## src/rtl/filter_uart_reporter_pkg.sv

```systemverilog
// Shared constants, ASCII helper and frame FSM state type for filter_uart_reporter.
package filter_uart_reporter_pkg;

    localparam logic [7:0] AsciiCr = 8'h0D;
    localparam logic [7:0] AsciiLf = 8'h0A;
    localparam logic [7:0] AsciiSp = 8'h20;

    typedef enum logic [1:0] {
        StIdle,
        StLoad,
        StWait
    } frame_state_e;

    // Uppercase hex digit for one nibble.
    function automatic logic [7:0] hex_ascii(input logic [3:0] nib);
        return (nib < 4'd10) ? (8'h30 + {4'h0, nib}) : (8'h37 + {4'h0, nib});
    endfunction

endpackage

```

## src/rtl/filter_uart_reporter_if.sv

```systemverilog
// Sample handshake and status bundle between the filter stage and the UART reporter.
interface filter_uart_reporter_if;

    logic [7:0] sample_in;
    logic       sample_valid;
    logic       busy;
    logic       overrun;
    logic [7:0] drop_count;

    modport master (
        output sample_in,
        output sample_valid,
        input  busy,
        input  overrun,
        input  drop_count
    );

    modport slave (
        input  sample_in,
        input  sample_valid,
        output busy,
        output overrun,
        output drop_count
    );

endinterface

```

## src/rtl/uart_tx_8n1.sv

```systemverilog
// Bit-level 8N1 UART transmitter; TX is registered from next-state so it never glitches.
module uart_tx_8n1 #(
    parameter int unsigned BIT_CYCLES = 104
) (
    input  logic       CLK,
    input  logic       RST_N,
    input  logic [7:0] tx_data,
    input  logic       tx_start,
    output logic       tx_done,
    output logic       TX
);

    localparam int unsigned CntW = $clog2(BIT_CYCLES + 1);

    typedef enum logic [1:0] {
        TxIdle,
        TxStart,
        TxData,
        TxStop
    } tx_state_e;

    tx_state_e       r_state, w_state_nxt;
    logic [CntW-1:0] r_cnt, w_cnt_nxt;
    logic [2:0]      r_bit_idx, w_bit_idx_nxt;
    logic [7:0]      r_data, w_data_nxt;
    logic            r_tx, w_tx_nxt;
    logic            w_bit_end;

    assign w_bit_end = (r_cnt == CntW'(BIT_CYCLES - 1));
    assign TX        = r_tx;

    // State, baud counter, shift data and line level registers.
    always_ff @(posedge CLK or negedge RST_N) begin
        if (!RST_N) begin
            r_state   <= TxIdle;
            r_cnt     <= '0;
            r_bit_idx <= '0;
            r_data    <= '0;
            r_tx      <= 1'b1;
        end else begin
            r_state   <= w_state_nxt;
            r_cnt     <= w_cnt_nxt;
            r_bit_idx <= w_bit_idx_nxt;
            r_data    <= w_data_nxt;
            r_tx      <= w_tx_nxt;
        end
    end

    // Next-state, next line level and done pulse; counter reloads on every bit boundary.
    always_comb begin
        w_state_nxt   = r_state;
        w_cnt_nxt     = r_cnt;
        w_bit_idx_nxt = r_bit_idx;
        w_data_nxt    = r_data;
        w_tx_nxt      = r_tx;
        tx_done       = 1'b0;
        unique case (r_state)
            TxIdle: begin
                if (tx_start) begin
                    w_data_nxt  = tx_data;
                    w_cnt_nxt   = '0;
                    w_tx_nxt    = 1'b0;
                    w_state_nxt = TxStart;
                end
            end
            TxStart: begin
                if (w_bit_end) begin
                    w_cnt_nxt     = '0;
                    w_bit_idx_nxt = 3'd0;
                    w_tx_nxt      = r_data[0];
                    w_state_nxt   = TxData;
                end else begin
                    w_cnt_nxt = r_cnt + CntW'(1);
                end
            end
            TxData: begin
                if (w_bit_end) begin
                    w_cnt_nxt = '0;
                    if (r_bit_idx == 3'd7) begin
                        w_tx_nxt    = 1'b1;
                        w_state_nxt = TxStop;
                    end else begin
                        w_bit_idx_nxt = r_bit_idx + 3'd1;
                        w_tx_nxt      = r_data[r_bit_idx + 3'd1];
                    end
                end else begin
                    w_cnt_nxt = r_cnt + CntW'(1);
                end
            end
            TxStop: begin
                if (w_bit_end) begin
                    tx_done     = 1'b1;
                    w_cnt_nxt   = '0;
                    w_state_nxt = TxIdle;
                end else begin
                    w_cnt_nxt = r_cnt + CntW'(1);
                end
            end
            default: w_state_nxt = TxIdle;
        endcase
    end

endmodule

```

## src/rtl/filter_uart_reporter.sv

```systemverilog
// Formats each accepted filter sample as ASCII hex + CR LF and sends it over UART.
// Optional macro REPORT_SEQ_EN prefixes an 8-bit sequence number and a space.
module filter_uart_reporter
    import filter_uart_reporter_pkg::*;
#(
    parameter int unsigned CLK_FREQ   = 12_000_000,
    parameter int unsigned BAUD       = 115200,
    parameter int unsigned BIT_CYCLES = CLK_FREQ / BAUD
) (
    input  logic                   CLK,
    input  logic                   RST_N,
    filter_uart_reporter_if.slave  rpt,
    output logic                   TX
);

`ifdef REPORT_SEQ_EN
    localparam logic [2:0] LastIdx = 3'd6;
`else
    localparam logic [2:0] LastIdx = 3'd3;
`endif

    frame_state_e r_state, w_state_nxt;
    logic [2:0]   r_idx, w_idx_nxt;
    logic         r_gap, w_gap_nxt;
    logic [7:0]   r_sample;
    logic         r_overrun;
    logic [7:0]   r_drop_count;
    logic         w_accept, w_drop, w_last, w_frame_end;
    logic         w_tx_start, w_tx_done;
    logic [7:0]   w_byte;
`ifdef REPORT_SEQ_EN
    logic [7:0]   r_seq;
`endif

    assign w_last      = (r_idx == LastIdx);
    assign w_drop      = rpt.sample_valid && (r_state != StIdle);
    assign w_frame_end = (r_state == StWait) && w_tx_done && w_last;

    assign rpt.busy       = (r_state != StIdle);
    assign rpt.overrun    = r_overrun;
    assign rpt.drop_count = r_drop_count;

    // Frame state, byte index and inter-byte gap flag.
    always_ff @(posedge CLK or negedge RST_N) begin
        if (!RST_N) begin
            r_state <= StIdle;
            r_idx   <= '0;
            r_gap   <= 1'b0;
        end else begin
            r_state <= w_state_nxt;
            r_idx   <= w_idx_nxt;
            r_gap   <= w_gap_nxt;
        end
    end

    // Frame sequencing; the gap flag adds the second idle cycle between bytes,
    // while the last byte returns to idle directly on tx_done.
    always_comb begin
        w_state_nxt = r_state;
        w_idx_nxt   = r_idx;
        w_gap_nxt   = 1'b0;
        w_tx_start  = 1'b0;
        w_accept    = 1'b0;
        unique case (r_state)
            StIdle: begin
                if (rpt.sample_valid) begin
                    w_accept    = 1'b1;
                    w_idx_nxt   = 3'd0;
                    w_state_nxt = StLoad;
                end
            end
            StLoad: begin
                w_tx_start  = 1'b1;
                w_state_nxt = StWait;
            end
            StWait: begin
                if (r_gap) begin
                    w_idx_nxt   = r_idx + 3'd1;
                    w_state_nxt = StLoad;
                end else if (w_tx_done) begin
                    if (w_last) w_state_nxt = StIdle;
                    else        w_gap_nxt   = 1'b1;
                end
            end
            default: w_state_nxt = StIdle;
        endcase
    end

    // Sample capture, overrun pulse and saturating drop counter.
    always_ff @(posedge CLK or negedge RST_N) begin
        if (!RST_N) begin
            r_sample     <= '0;
            r_overrun    <= 1'b0;
            r_drop_count <= '0;
        end else begin
            if (w_accept) r_sample <= rpt.sample_in;
            r_overrun <= w_drop;
            if (w_drop && (r_drop_count != 8'hFF)) r_drop_count <= r_drop_count + 8'd1;
        end
    end

`ifdef REPORT_SEQ_EN
    // Sequence number advances once a frame completes, so a frame carries its own value.
    always_ff @(posedge CLK or negedge RST_N) begin
        if (!RST_N)           r_seq <= '0;
        else if (w_frame_end) r_seq <= r_seq + 8'd1;
    end

    // Byte selection for the 7-byte frame.
    always_comb begin
        w_byte = AsciiLf;
        unique case (r_idx)
            3'd0:    w_byte = hex_ascii(r_seq[7:4]);
            3'd1:    w_byte = hex_ascii(r_seq[3:0]);
            3'd2:    w_byte = AsciiSp;
            3'd3:    w_byte = hex_ascii(r_sample[7:4]);
            3'd4:    w_byte = hex_ascii(r_sample[3:0]);
            3'd5:    w_byte = AsciiCr;
            default: w_byte = AsciiLf;
        endcase
    end
`else
    // Byte selection for the 4-byte frame.
    always_comb begin
        w_byte = AsciiLf;
        unique case (r_idx)
            3'd0:    w_byte = hex_ascii(r_sample[7:4]);
            3'd1:    w_byte = hex_ascii(r_sample[3:0]);
            3'd2:    w_byte = AsciiCr;
            default: w_byte = AsciiLf;
        endcase
    end
`endif

    uart_tx_8n1 #(
        .BIT_CYCLES(BIT_CYCLES)
    ) u_uart_tx (
        .CLK     (CLK),
        .RST_N   (RST_N),
        .tx_data (w_byte),
        .tx_start(w_tx_start),
        .tx_done (w_tx_done),
        .TX      (TX)
    );

endmodule
```

## src/flat_wrapper.sv

```systemverilog
// flat-port wrapper written by rule: the top's interface ports become plain ports
module filter_uart_reporter_flat import filter_uart_reporter_pkg::*;
#(
    parameter int unsigned CLK_FREQ   = 12_000_000,
    parameter int unsigned BAUD       = 115200,
    parameter int unsigned BIT_CYCLES = CLK_FREQ / BAUD
)
  (CLK, RST_N, TX, rpt_sample_in, rpt_sample_valid, rpt_busy, rpt_overrun, rpt_drop_count);
  filter_uart_reporter_if rpt_i ();
  input  logic CLK;
  input  logic RST_N;
  output logic TX;
  input wire logic [$bits(rpt_i.sample_in)-1:0] rpt_sample_in;
  input wire logic [$bits(rpt_i.sample_valid)-1:0] rpt_sample_valid;
  output wire logic [$bits(rpt_i.busy)-1:0] rpt_busy;
  output wire logic [$bits(rpt_i.overrun)-1:0] rpt_overrun;
  output wire logic [$bits(rpt_i.drop_count)-1:0] rpt_drop_count;
  assign rpt_i.sample_in = rpt_sample_in;
  assign rpt_i.sample_valid = rpt_sample_valid;
  assign rpt_busy = rpt_i.busy;
  assign rpt_overrun = rpt_i.overrun;
  assign rpt_drop_count = rpt_i.drop_count;
  filter_uart_reporter #(.CLK_FREQ(CLK_FREQ), .BAUD(BAUD), .BIT_CYCLES(BIT_CYCLES)) u_core (.CLK(CLK), .RST_N(RST_N), .rpt(rpt_i), .TX(TX));
endmodule
```

## config.mk

```make
export PLATFORM = sky130hd
export DESIGN_NAME = filter_uart_reporter_flat
export DESIGN_NICKNAME = d
export VERILOG_FILES = /design/src/rtl/filter_uart_reporter_pkg.sv /design/src/rtl/filter_uart_reporter_if.sv /design/src/rtl/uart_tx_8n1.sv /design/src/rtl/filter_uart_reporter.sv /design/src/flat_wrapper.sv
export SDC_FILE = /design/constraint.sdc
export NUM_CORES = 1
export LEC_CHECK = 0
export ABC_AREA = 1
export BUFFER_PORTS_ARGS = -buffer_cell sky130_fd_sc_hd__buf_4
export CAP_MARGIN = 15
export CORE_ASPECT_RATIO = 1.1
export CORE_MARGIN = 2
export CORE_UTILIZATION = 50
export DETAILED_ROUTE_END_ITERATION = 7
export GPL_TIMING_DRIVEN = 0
export PLACE_DENSITY = 0.84
export SKIP_LAST_GASP = 1
export SLEW_MARGIN = 20
export SYNTH_ARGS = -nofsm -noshare
export SYNTH_HDL_FRONTEND = slang
export SYNTH_SLANG_ARGS = --single-unit
```

## constraint.sdc

```tcl
create_clock -name CLK -period 1.6 [get_ports CLK]
set_input_delay 0.08 -clock CLK [delete_from_list [all_inputs] [get_ports CLK]]
set_output_delay 0.08 -clock CLK [all_outputs]
set_load 0.02 [all_outputs]
```

==> results of run 1 <==
## stage by stage
| step | TNS [ps] | util, % | setup WS (ps) | instance area (um^2) |
|---|---|---|---|---|
| floorplan | 0 | - | 87.7 | 2420 |
| global placement | -156 | 57.0 | -47.7 | 2650 |
| detailed placement | -767 | 57.0 | -100 | 2650 |
| CTS | 0 | 61.9 | 6.40 | 2880 |
| global route | -77.0 | 63.9 | -56.0 | 2970 |
| finish | 0 | 63.9 | 76.1 | 2970 |
## what timing repair did
action | in CTS | in global routing
pin swaps | 0 | 1
resized for setup | 3 | 21
hold buffers | 9 | 0
setup endpoints to repair | 13 | 19
setup buffers | 2 | 3
endpoints found under the hold margin | 50 | 0
## metal layers
layer	global-route usage, %	vias up	share of wire [%]
met3	4.34	5	2.4
met2	33.5	22	51
li1	-	1025	-
met5	0	-	0
met1	22.4	938	45
met4	7.31	0	1.5
## cells by family after synthesis
logic type	after synthesis	synth area share [%]
DFF	43	44.4
and+or+nand+nor	123	22.8
AOI/OAI and AO/OA	48	11.3
xor gates and xnor gates	11	3.97
buffers and inverters	55	8.72
adders and majority gates	17	8.77
## worst max-delay path by stage
| stage | startpoint | end | slack, ps | cells after the start |
|---|---|---|---|---|
| finish | u_core.u_uart_tx.r_state[0] | u_core.u_uart_tx.r_bit_idx[1] | 80 | 9 |
| global route | u_core.u_uart_tx.r_state[0] | u_core.u_uart_tx.r_bit_idx[1] | -60 | 10 |
| CTS | u_core.u_uart_tx.r_state[0] | u_core.u_uart_tx.r_bit_idx[1] | 6 | 10 |
| detailed placement | u_core.u_uart_tx.r_bit_idx[0] | u_core.u_uart_tx.r_bit_idx[1] | -100 | 10 |
| global placement | u_core.u_uart_tx.r_bit_idx[0] | u_core.u_uart_tx.r_bit_idx[1] | -50 | 10 |
| floorplan | u_core.u_uart_tx.r_bit_idx[0] | u_core.u_uart_tx.r_bit_idx[1] | 90 | 10 |
## critical path, delay by kind of cell, from the launching register on
| family | cells | cell delay (ps) |
|---|---|---|
| buf+inv | 4 | 410 |
| flops | 1 | 390 |
| compound gates | 2 | 240 |
| fa+ha+maj | 1 | 190 |
| simple gates | 2 | 180 |
## where the power goes
group / leakage (nW) / internal, mW / switching (mW) / total, mW
Combinational: 0.944 / 0.233 / 0.288 / 0.521
Sequential: 0.515 / 1.19 / 0.112 / 1.30
Clock: 0.0581 / 0.465 / 0.393 / 0.858
## area by class of cell
class                   count  share of cell area (%)
flip-flops and latches     43                    36.3
clock buffers               5                    2.31
well taps                  56                    2.36
multi-input cells         199                    40.7
clock inverters             3                    1.47
plain buffers               2                   0.421
repair buffers             35                    9.60
inverters                  53                    6.78
## flip-flops by register name, summed over array words and instances (netlist names)
register / flops
u_core.r_sample: 8
u_core.rpt.drop_count: 8
u_core.u_uart_tx.r_cnt: 7
u_core.u_uart_tx.r_data: 7
u_core.r_idx: 3
u_core.u_uart_tx.r_bit_idx: 3
u_core.r_state: 2
u_core.u_uart_tx.r_state: 2
u_core.r_gap: 1
u_core.rpt.overrun: 1
u_core.u_uart_tx.TX: 1
## synthesized netlist by cell type (3+ instances only)
library cell	count
a21oi_1	6
dfrtp_1	42
ha_1	17
inv_1	50
nand2_1	78
nand3_1	21
nor2_1	12
nor2_4	3
nor3_1	4
o21ai_0	23
o21ai_1	4
o22ai_1	5
o31ai_1	3
xor2_1	9
==> impl_metrics.toml, run 1 <==
[outcome]
outcome = "finished clean"

[synth]
yosysTopAreaCellShare_pct = 43.3
synthTopCellsByArea = "dfrtp_1 (43%), nand2_1 (12%), ha_1 (8.8%)"
syn_area_um2 = 2420
ys_ff_latch = 43
yosys_warnings = 0
async_flop_share_pct = 100
synth.largest_area_cell = "dfrtp_1"
synthFlopType = "dfrtp_1"
synth-edff-count = 0
syn_avg_cell_area_um2 = 8.16
synth_cells = 297
synth_seq_area_share_pct = 44.4
yosysUniqueCellTypes = 32
synth_fp_nets = 325

[place]
dp_hpwl_um = 3330
place_congestion = 0.828
io_buffer_count = 21
dp_cells = 374

[layout]
syn_to_final_growth_pct = 22.6
regArea_um2 = 1080
layout.nets = 367
multi_input_area_um2 = 1210
instances_no_fill = 396
drive_gt1_share_pct = 18.2
final_common_cell = "nand2_1"
antenna_cells = 0
mostFrequentLayoutCells = "nand2_1 (76), inv_1 (47), dfrtp_1 (40)"
fill_cells = 375

[pwr]
ir_worst_vdd_mv = 0.587
power.density_nw_per_um2 = 902
leakage_nw = 1.52
p_total_mw = 2.68

[grt]
grt_usage_pct = 19.1
antenna_found_initial = 0
grt_pass1_wl_um = 8370
grt_overflow = 0
grt_max_degree = 44
grt_pass1_vias = 2026

[floorplan]
rows = 26
dieArea_um2 = 5420
fp.coreArea_um2 = 4650
initial_core_util_pct = 52.1
boundaryPins = 22
fp.dieW_um = 70.4
die_h_um = 77.0

[worst_setup_path]
reg2reg_depth = 9
rr_endpoint = "u_core.u_uart_tx.r_bit_idx[1]"
cp-end-kind = "register"
critPathMaxStageDelay_ps = 390
path_cells = "inv_2, ha_1, clkbuf_4, o21ai_0, inv_1, nor2_4, inv_1, nand2_1, o31ai_1"
startpoint_type = "register"
r2r_slack_ps = 80
critPathKind = "reg -> reg"
crit_top_cell = "inv_1"
r2r-start = "u_core.u_uart_tx.r_state[0]"
worst_path_max_delay_cell = "dfrtp_1"
worstPathMaxFanout = 8
crit_required_ps = 1780
arrival_ps = 1710

[timing]
skew_ps = 13.3
rsz0062_at_grt = "true"
fmax_mhz = 656
worst_pin_slew_ps = 538
period_share_pct = 95.2
finalHoldViolations = 0
max_slew_margin_pct = 64.1
period_minus_slack_ps = 1520
finalMaxSlewViolations = 0
whs_ps = 125
setup_viol = 0

[worst_hold_path]
worstHoldStart = "rpt_sample_valid"
min_path_cells = 3
min_to = "u_core.rpt.overrun"
hold_path_class = "in -> reg"

[clock_network]
htreeDepth = 2
cts-root-buf = "clkbuf_8"
clkLatencyLatePin_ps = 310
path_clk_slew_ps = 90
clock_path_buffers = 2
cts.sinks = 43
cts-buffers-inserted = 5
cts_tree = "done"

[flow_run]
maxCapViolCount = 0

[route]
totalWireLength_um = 4750
post_drt_via_cell_ratio = 5.03
vias = 1990
drt_iter0_drc = 93
wl_per_cell_um = 12.0
drc_errors = 0
detail-route-antenna-nets = 0
drt_first_pass_iters = 4
Note: power is estimated with default switching activity, not from simulation.
==> inputs of run 2 (changes only) <==
--- a/config.mk
+++ b/config.mk
@@ -11,11 +11,13 @@
 export CORE_ASPECT_RATIO = 1.1
 export CORE_MARGIN = 2
 export CORE_UTILIZATION = 50
+export CTS_CLUSTER_SIZE = 10
 export DETAILED_ROUTE_END_ITERATION = 7
 export GPL_TIMING_DRIVEN = 0
-export PLACE_DENSITY = 0.84
+export PLACE_DENSITY = 0.71
 export SKIP_LAST_GASP = 1
 export SLEW_MARGIN = 20
 export SYNTH_ARGS = -nofsm -noshare
 export SYNTH_HDL_FRONTEND = slang
+export SYNTH_HIERARCHICAL = 1
 export SYNTH_SLANG_ARGS = --single-unit
==> run 2 against run 1 <==
Power rose by 83%. Design area rose by 1.0%. Via count rose by 7.2%. First-iteration DRC count fell by 19%. Hold slack got worse by 99 ps. Die area rose by 7.2%. Fmax rose by 1.6%. Critical endpoint is now u_core/u_uart_tx/r_bit_idx[1].
==> impl_metrics.toml, run 2 <==
[route]
highest_layer = "met4"
post_drt_via_cell_ratio = 5.01
dr_wl_met3_um = 122
drc_errors = 0
wl_per_cell_um = 11.7
drt_iter0_drc = 75
routedLengthMet1_um = 2300
detail-route-antenna-nets = 0
vias = 2134
totalWireLength_um = 4980
drt_first_pass_iters = 4
dr_wl_met2_um = 2510

[worst_setup_path]
arrival_ps = 1680
cp-end-kind = "register"
worst_path_max_delay_cell = "dfrtp_1"
startpoint_type = "register"
worstPathMaxFanout = 4
path_cells = "inv_1, ha_2, inv_1, or2_1, a21oi_1, inv_1, nand2_1, o21ai_0"
critPathMaxStageDelay_ps = 420
crit_required_ps = 1780
critPathKind = "reg -> reg"
crit_top_cell = "inv_1"

[floorplan]
dieArea_um2 = 5810
die_h_um = 79.8
initial_core_util_pct = 51.8
fp.dieW_um = 72.9
rows = 27
boundaryPins = 22
fp.coreArea_um2 = 5030

[flow_run]
maxCapViolCount = 0

[pwr]
ir_worst_vdd_mv = 0.994
leakage_nw = 1.49
power.density_nw_per_um2 = 1640
p_total_mw = 4.92

[layout]
drive_gt1_share_pct = 19.8
layout.nets = 394
multi_input_area_um2 = 1350
fill_cells = 460
syn_to_final_growth_pct = 15.1
antenna_cells = 0
final_common_cell = "nand2_1"
mostFrequentLayoutCells = "nand2_1 (106), dfrtp_1 (42), inv_1 (34)"
regArea_um2 = 1100
final_area_um2 = 3000

[timing]
whs_ps = 25.9
setup_ws_ps = 100
finalHoldViolations = 0
period_minus_slack_ps = 1500
period_share_pct = 93.7
rsz0062_at_grt = "true"
worst_pin_slew_ps = 546
skew_ps = 7.51
setup_viol = 0
finalMaxSlewViolations = 0
setup_tns_ps = 0
max_slew_margin_pct = 63.6
fmax_mhz = 667

[synth]
syn_area_um2 = 2610
ys_ff_latch = 44
async_flop_share_pct = 100
yosysUniqueCellTypes = 33
synth_seq_area_share_pct = 42.3
synth_fp_nets = 361
synthTopCellsByArea = "dfrtp_1 (41%), nand2_1 (15%), ha_1 (7.7%)"
synth.largest_area_cell = "dfrtp_1"
yosysTopAreaCellShare_pct = 41.2
synth_most_common_cell = "nand2_1"
synthTopCellsByCount = "nand2_1 (106), dfrtp_1 (43), inv_1 (36), nor2_1 (27), nand3_1 (26)"
synthFlopType = "dfrtp_1"
syn_avg_cell_area_um2 = 7.81
yosys_warnings = 6
synth-edff-count = 0
synth_cells = 334

[place]
dp_hpwl_um = 3620
post_dp_cell_area_um2 = 2840
place_congestion = 0.829
post-place-ws_ps = 8.15
io_buffer_count = 21

[grt]
grt_pass1_vias = 2090
antenna_found_initial = 0
grt_usage_pct = 19.8
grt_max_degree = 45
grt_pass1_wl_um = 8990
grt_overflow = 0

[clock_network]
path_clk_slew_ps = 80
cts_tree = "done"
clkLatencyLatePin_ps = 290
htreeDepth = 2
cts-root-buf = "clkbuf_8"
clock_path_buffers = 2
cts-buffers-inserted = 5
cts.sinks = 44

[outcome]
outcome = "finished clean"

[worst_hold_path]
hold_path_class = "in -> reg"
run 2: layout make-up:
type | count | area share [%]
Multi-Input combinational cell | 248 | 45.1
Sequential cell | 44 | 36.8
Timing Repair Buffer | 25 | 6.33
Buffer | 1 | 0.375
Clock buffer | 7 | 2.54
Clock inverter | 1 | 1.00
Timing Repair inverter | 1 | 0.167
Inverter | 41 | 5.33
Tap cell | 58 | 2.42
run 2: metrics by stage:
stage | cells | util, %
floorplan | 334 | -
global placement | 413 | 56.4
detailed placement | 413 | 56.4
CTS | 422 | 58.7
global route | 426 | 59.7
finish | 426 | 59.7
run 2: routing by layer:
layer  up-vias  global-route usage, %
met3         4                   4.42
met4         0                   7.41
met1       979                   24.1
li1       1126                      -
met2        25                   33.7
met5         -                      0
run 2: where the power goes:
part / total, mW / switching [mW] / leakage (nW) / internal [mW]
registers: 1.83 / 0.345 / 0.553 / 1.48
clock network: 0.824 / 0.356 / 0.0524 / 0.467
logic: 2.27 / 1.40 / 0.882 / 0.866
run 2: cell families (layout without fill, tap and decap cells):
group,count (synthesis),count (layout),synth area share [%]
xor gates and xnor gates,5,5,1.68
AOI/OAI and AO/OA,40,40,9.78
and+or+nand+nor,186,186,32.0
buffers and inverters,42,76,6.43
adders and majority gates,16,16,7.67
DFF,44,44,42.3
other,1,1,0.144
run 2: worst max-delay path, delay by kind of cell (launching register included):
family,cells,cell delay [ps]
simple gates,2,260
buf+inv,3,250
flops,1,420
compound gates,2,210
fa+ha+maj,1,240
run 2: path summary, 6_finish.rpt:
kind | startpoint | slack (ps) | depth (start not counted) | end
max | u_core/u_uart_tx/r_state[1] | 100 | 8 | u_core/u_uart_tx/r_bit_idx[1]
min in group asynchronous | RST_N | 320 | 2 | u_core/u_uart_tx/r_bit_idx[0]
max in group asynchronous | RST_N | 890 | 2 | u_core/u_uart_tx/r_bit_idx[0]
min | rpt_sample_in[7] | 30 | 3 | u_core/r_sample[7]
min reg2reg | u_core/u_uart_tx/TX | 470 | 2 | u_core/u_uart_tx/TX
max reg2reg | u_core/u_uart_tx/r_state[1] | 100 | 8 | u_core/u_uart_tx/r_bit_idx[1]
run 2: repair_timing:
action,4_1_cts,5_1_grt
endpoints found under the hold margin,43,0
gates resized for setup,1,8
setup buffers,0,3
hold buffers,1,0
cloned,0,1
endpoints found under the setup margin,1,12
==> inputs of run 3 (changes only) <==
--- a/config.mk
+++ b/config.mk
@@ -14,10 +14,9 @@
 export CTS_CLUSTER_SIZE = 10
 export DETAILED_ROUTE_END_ITERATION = 7
 export GPL_TIMING_DRIVEN = 0
-export PLACE_DENSITY = 0.71
+export PLACE_DENSITY = 0.72
 export SKIP_LAST_GASP = 1
 export SLEW_MARGIN = 20
 export SYNTH_ARGS = -nofsm -noshare
 export SYNTH_HDL_FRONTEND = slang
-export SYNTH_HIERARCHICAL = 1
 export SYNTH_SLANG_ARGS = --single-unit
==> run 3 against run 2 <==
Via count decreased by 6.4%. Sequential share of layout area is 0.74 points lower. Design area decreased by 0.25%. Critical path type unchanged. Die area shrank 6.7%. Clock skew hardly changed. Largest cell class unchanged. Global-route usage increased by 0.063 points. Sequential power shrank 29%. Combinational power decreased by 78%. Utilization grew 4.7 points. Largest power group is now sequential cells.
==> impl_metrics.toml, run 3 (synthesized netlist as in run 1, its figures left out) <==
[clock_network]
cts-buffers-inserted = 5
cts-root-buf = "clkbuf_8"
htreeDepth = 2
cts.sinks = 43
cts_tree = "done"
clock_path_buffers = 2
clkLatencyLatePin_ps = 300
path_clk_slew_ps = 90

[place]
place_congestion = 0.842
io_buffer_count = 21
post_dp_cell_area_um2 = 2650
dp_hpwl_um = 3380

[layout]
layout.nets = 369
multi_input_area_um2 = 1200
drive_gt1_share_pct = 19.0
regArea_um2 = 1080
mostFrequentLayoutCells = "nand2_1 (76), inv_1 (47), dfrtp_1 (41)"
final_area_um2 = 3000
antenna_cells = 0
final_common_cell = "nand2_1"
fill_cells = 400
syn_to_final_growth_pct = 23.5

[timing]
finalHoldViolations = 0
skew_ps = 7.08
max_slew_margin_pct = 64.4
whs_ps = 123
setup_tns_ps = 0
fmax_mhz = 650
period_minus_slack_ps = 1540
finalMaxSlewViolations = 0
rsz0062_at_grt = "true"
worst_pin_slew_ps = 534
setup_viol = 0
period_share_pct = 96.1

[flow_run]
maxCapViolCount = 0

[route]
vias = 1998
drc_errors = 0
wl_per_cell_um = 12.2
post_drt_via_cell_ratio = 5.02
drt_iter0_drc = 85
detail-route-antenna-nets = 0
totalWireLength_um = 4840
drt_first_pass_iters = 4

[worst_hold_path]
min_path_cells = 3
hold_path_class = "in -> reg"
worstHoldStart = "rpt_sample_valid"
min_to = "u_core.rpt.overrun"

[worst_setup_path]
worstPathMaxFanout = 5
critPathKind = "reg -> reg"
path_delay_family = "flip-flops"
critPathMaxStageDelay_ps = 430
crit_top_cell = "inv_1"
worst_path_max_delay_cell = "dfrtp_1"
path_cells = "inv_1, ha_1, inv_1, nor2_2, inv_1, a31oi_2, nand3_1, o21ai_0, inv_1"
reg2reg_depth = 9
rr_endpoint = "u_core.u_uart_tx.r_data[1]"
startpoint_type = "register"
cp-end-kind = "register"
crit_required_ps = 1790
r2r_slack_ps = 60
crit_buf_inv = 4
r2r-start = "u_core.r_idx[0]"
arrival_ps = 1730

[grt]
grt_usage_pct = 19.8
antenna_found_initial = 0
grt_pass1_vias = 2021
grt_pass1_wl_um = 8680
grt_overflow = 0
grt_max_degree = 44

[pwr]
power.density_nw_per_um2 = 944
ir_worst_vdd_mv = 0.476
leakage_nw = 1.53

[floorplan]
initial_core_util_pct = 52.1
boundaryPins = 22
die_h_um = 77.0
fp.dieW_um = 70.4
rows = 26
dieArea_um2 = 5420
fp.coreArea_um2 = 4650

[outcome]
outcome = "finished clean"
## run 3: cell types whose count changed in the layout (fill, tap and decap cells not counted), moves of 5 or more
cell,delta
nor2_1,-17
o21ai_0,+10
inv_1,+13
xor2_1,+6
nand4_1,-6
dlygate4sd3_1,+8
a21oi_2,-8
nor2_2,-5
nand2_1,-30
nand3_1,-6
## run 3: how the worst max path moves through the flow
| stage | startpoint | to | slack, ps | cells past startpoint |
|---|---|---|---|---|
| 2_1_floorplan | u_core.u_uart_tx.r_bit_idx[0] | u_core.u_uart_tx.r_bit_idx[1] | 90 | 10 |
| 3_3_place_gp | u_core.u_uart_tx.r_bit_idx[0] | u_core.u_uart_tx.r_bit_idx[1] | -60 | 10 |
| 3_5_place_dp | u_core.u_uart_tx.r_state[1] | u_core.u_uart_tx.r_cnt[3] | -90 | 6 |
| 4_1_cts | u_core.u_uart_tx.r_state[1] | u_core.u_uart_tx.r_data[1] | 5 | 7 |
| 5_1_grt | u_core.u_uart_tx.r_state[1] | u_core.u_uart_tx.r_bit_idx[1] | -80 | 9 |
| 6_report | u_core.r_idx[0] | u_core.u_uart_tx.r_data[1] | 60 | 9 |
## run 3: where the power goes
group | switching [mW] | internal [mW]
clock | 0.397 | 0.623
sequential | 0.111 | 1.19
combinational | 0.278 | 0.231
total | 0.786 | 2.04
## run 3: stage by stage
| stage | setup slack (ps) | power (mW) | util [%] | cells |
|---|---|---|---|---|
| floorplan | 87.7 | 1.60 | - | 297 |
| global placement | -56.9 | 1.80 | 57.0 | 374 |
| detailed placement | -88.9 | 1.82 | 57.0 | 374 |
| CTS | 5.16 | 2.86 | 62.6 | 393 |
| global route | -75.6 | 2.97 | 64.4 | 398 |
| finish | 62.0 | 2.83 | 64.4 | 398 |
## run 3: area by class of cell
type / count / area share [%]
buffer: 2 / 0.418
clock buffer: 5 / 2.30
clock inverter: 3 / 2.26
inverter: 53 / 6.73
multi-input combinational: 199 / 39.9
sequential: 43 / 36.0
tap: 56 / 2.34
timing repair buffer: 37 / 10.0
## run 3: worst register-to-register path, delay by kind of cell (launching register included)
family,cells,cell delay (ps)
and+or+nand+nor,2,230
adders and majority gates,1,150
DFF,1,430
AOI/OAI and AO/OA,2,290
buffers and inverters,4,320
## run 3: per-layer routing
metal | wire length (um) | up-vias | GRT usage [%]
li1 | - | 1031 | -
met1 | 2150 | 928 | 24.5
met2 | 2460 | 30 | 33.9
met3 | 154 | 9 | 4.07
met4 | 76 | 0 | 7.31
met5 | 0 | - | 0
## run 3: timing repair
action,CTS,global route
hold endpoints to repair,50,0
pin swaps,0,2
setup endpoints to repair,14,17
gates cloned,0,0
buffers inserted,2,5
hold buffers,9,0
gates resized for setup,5,17
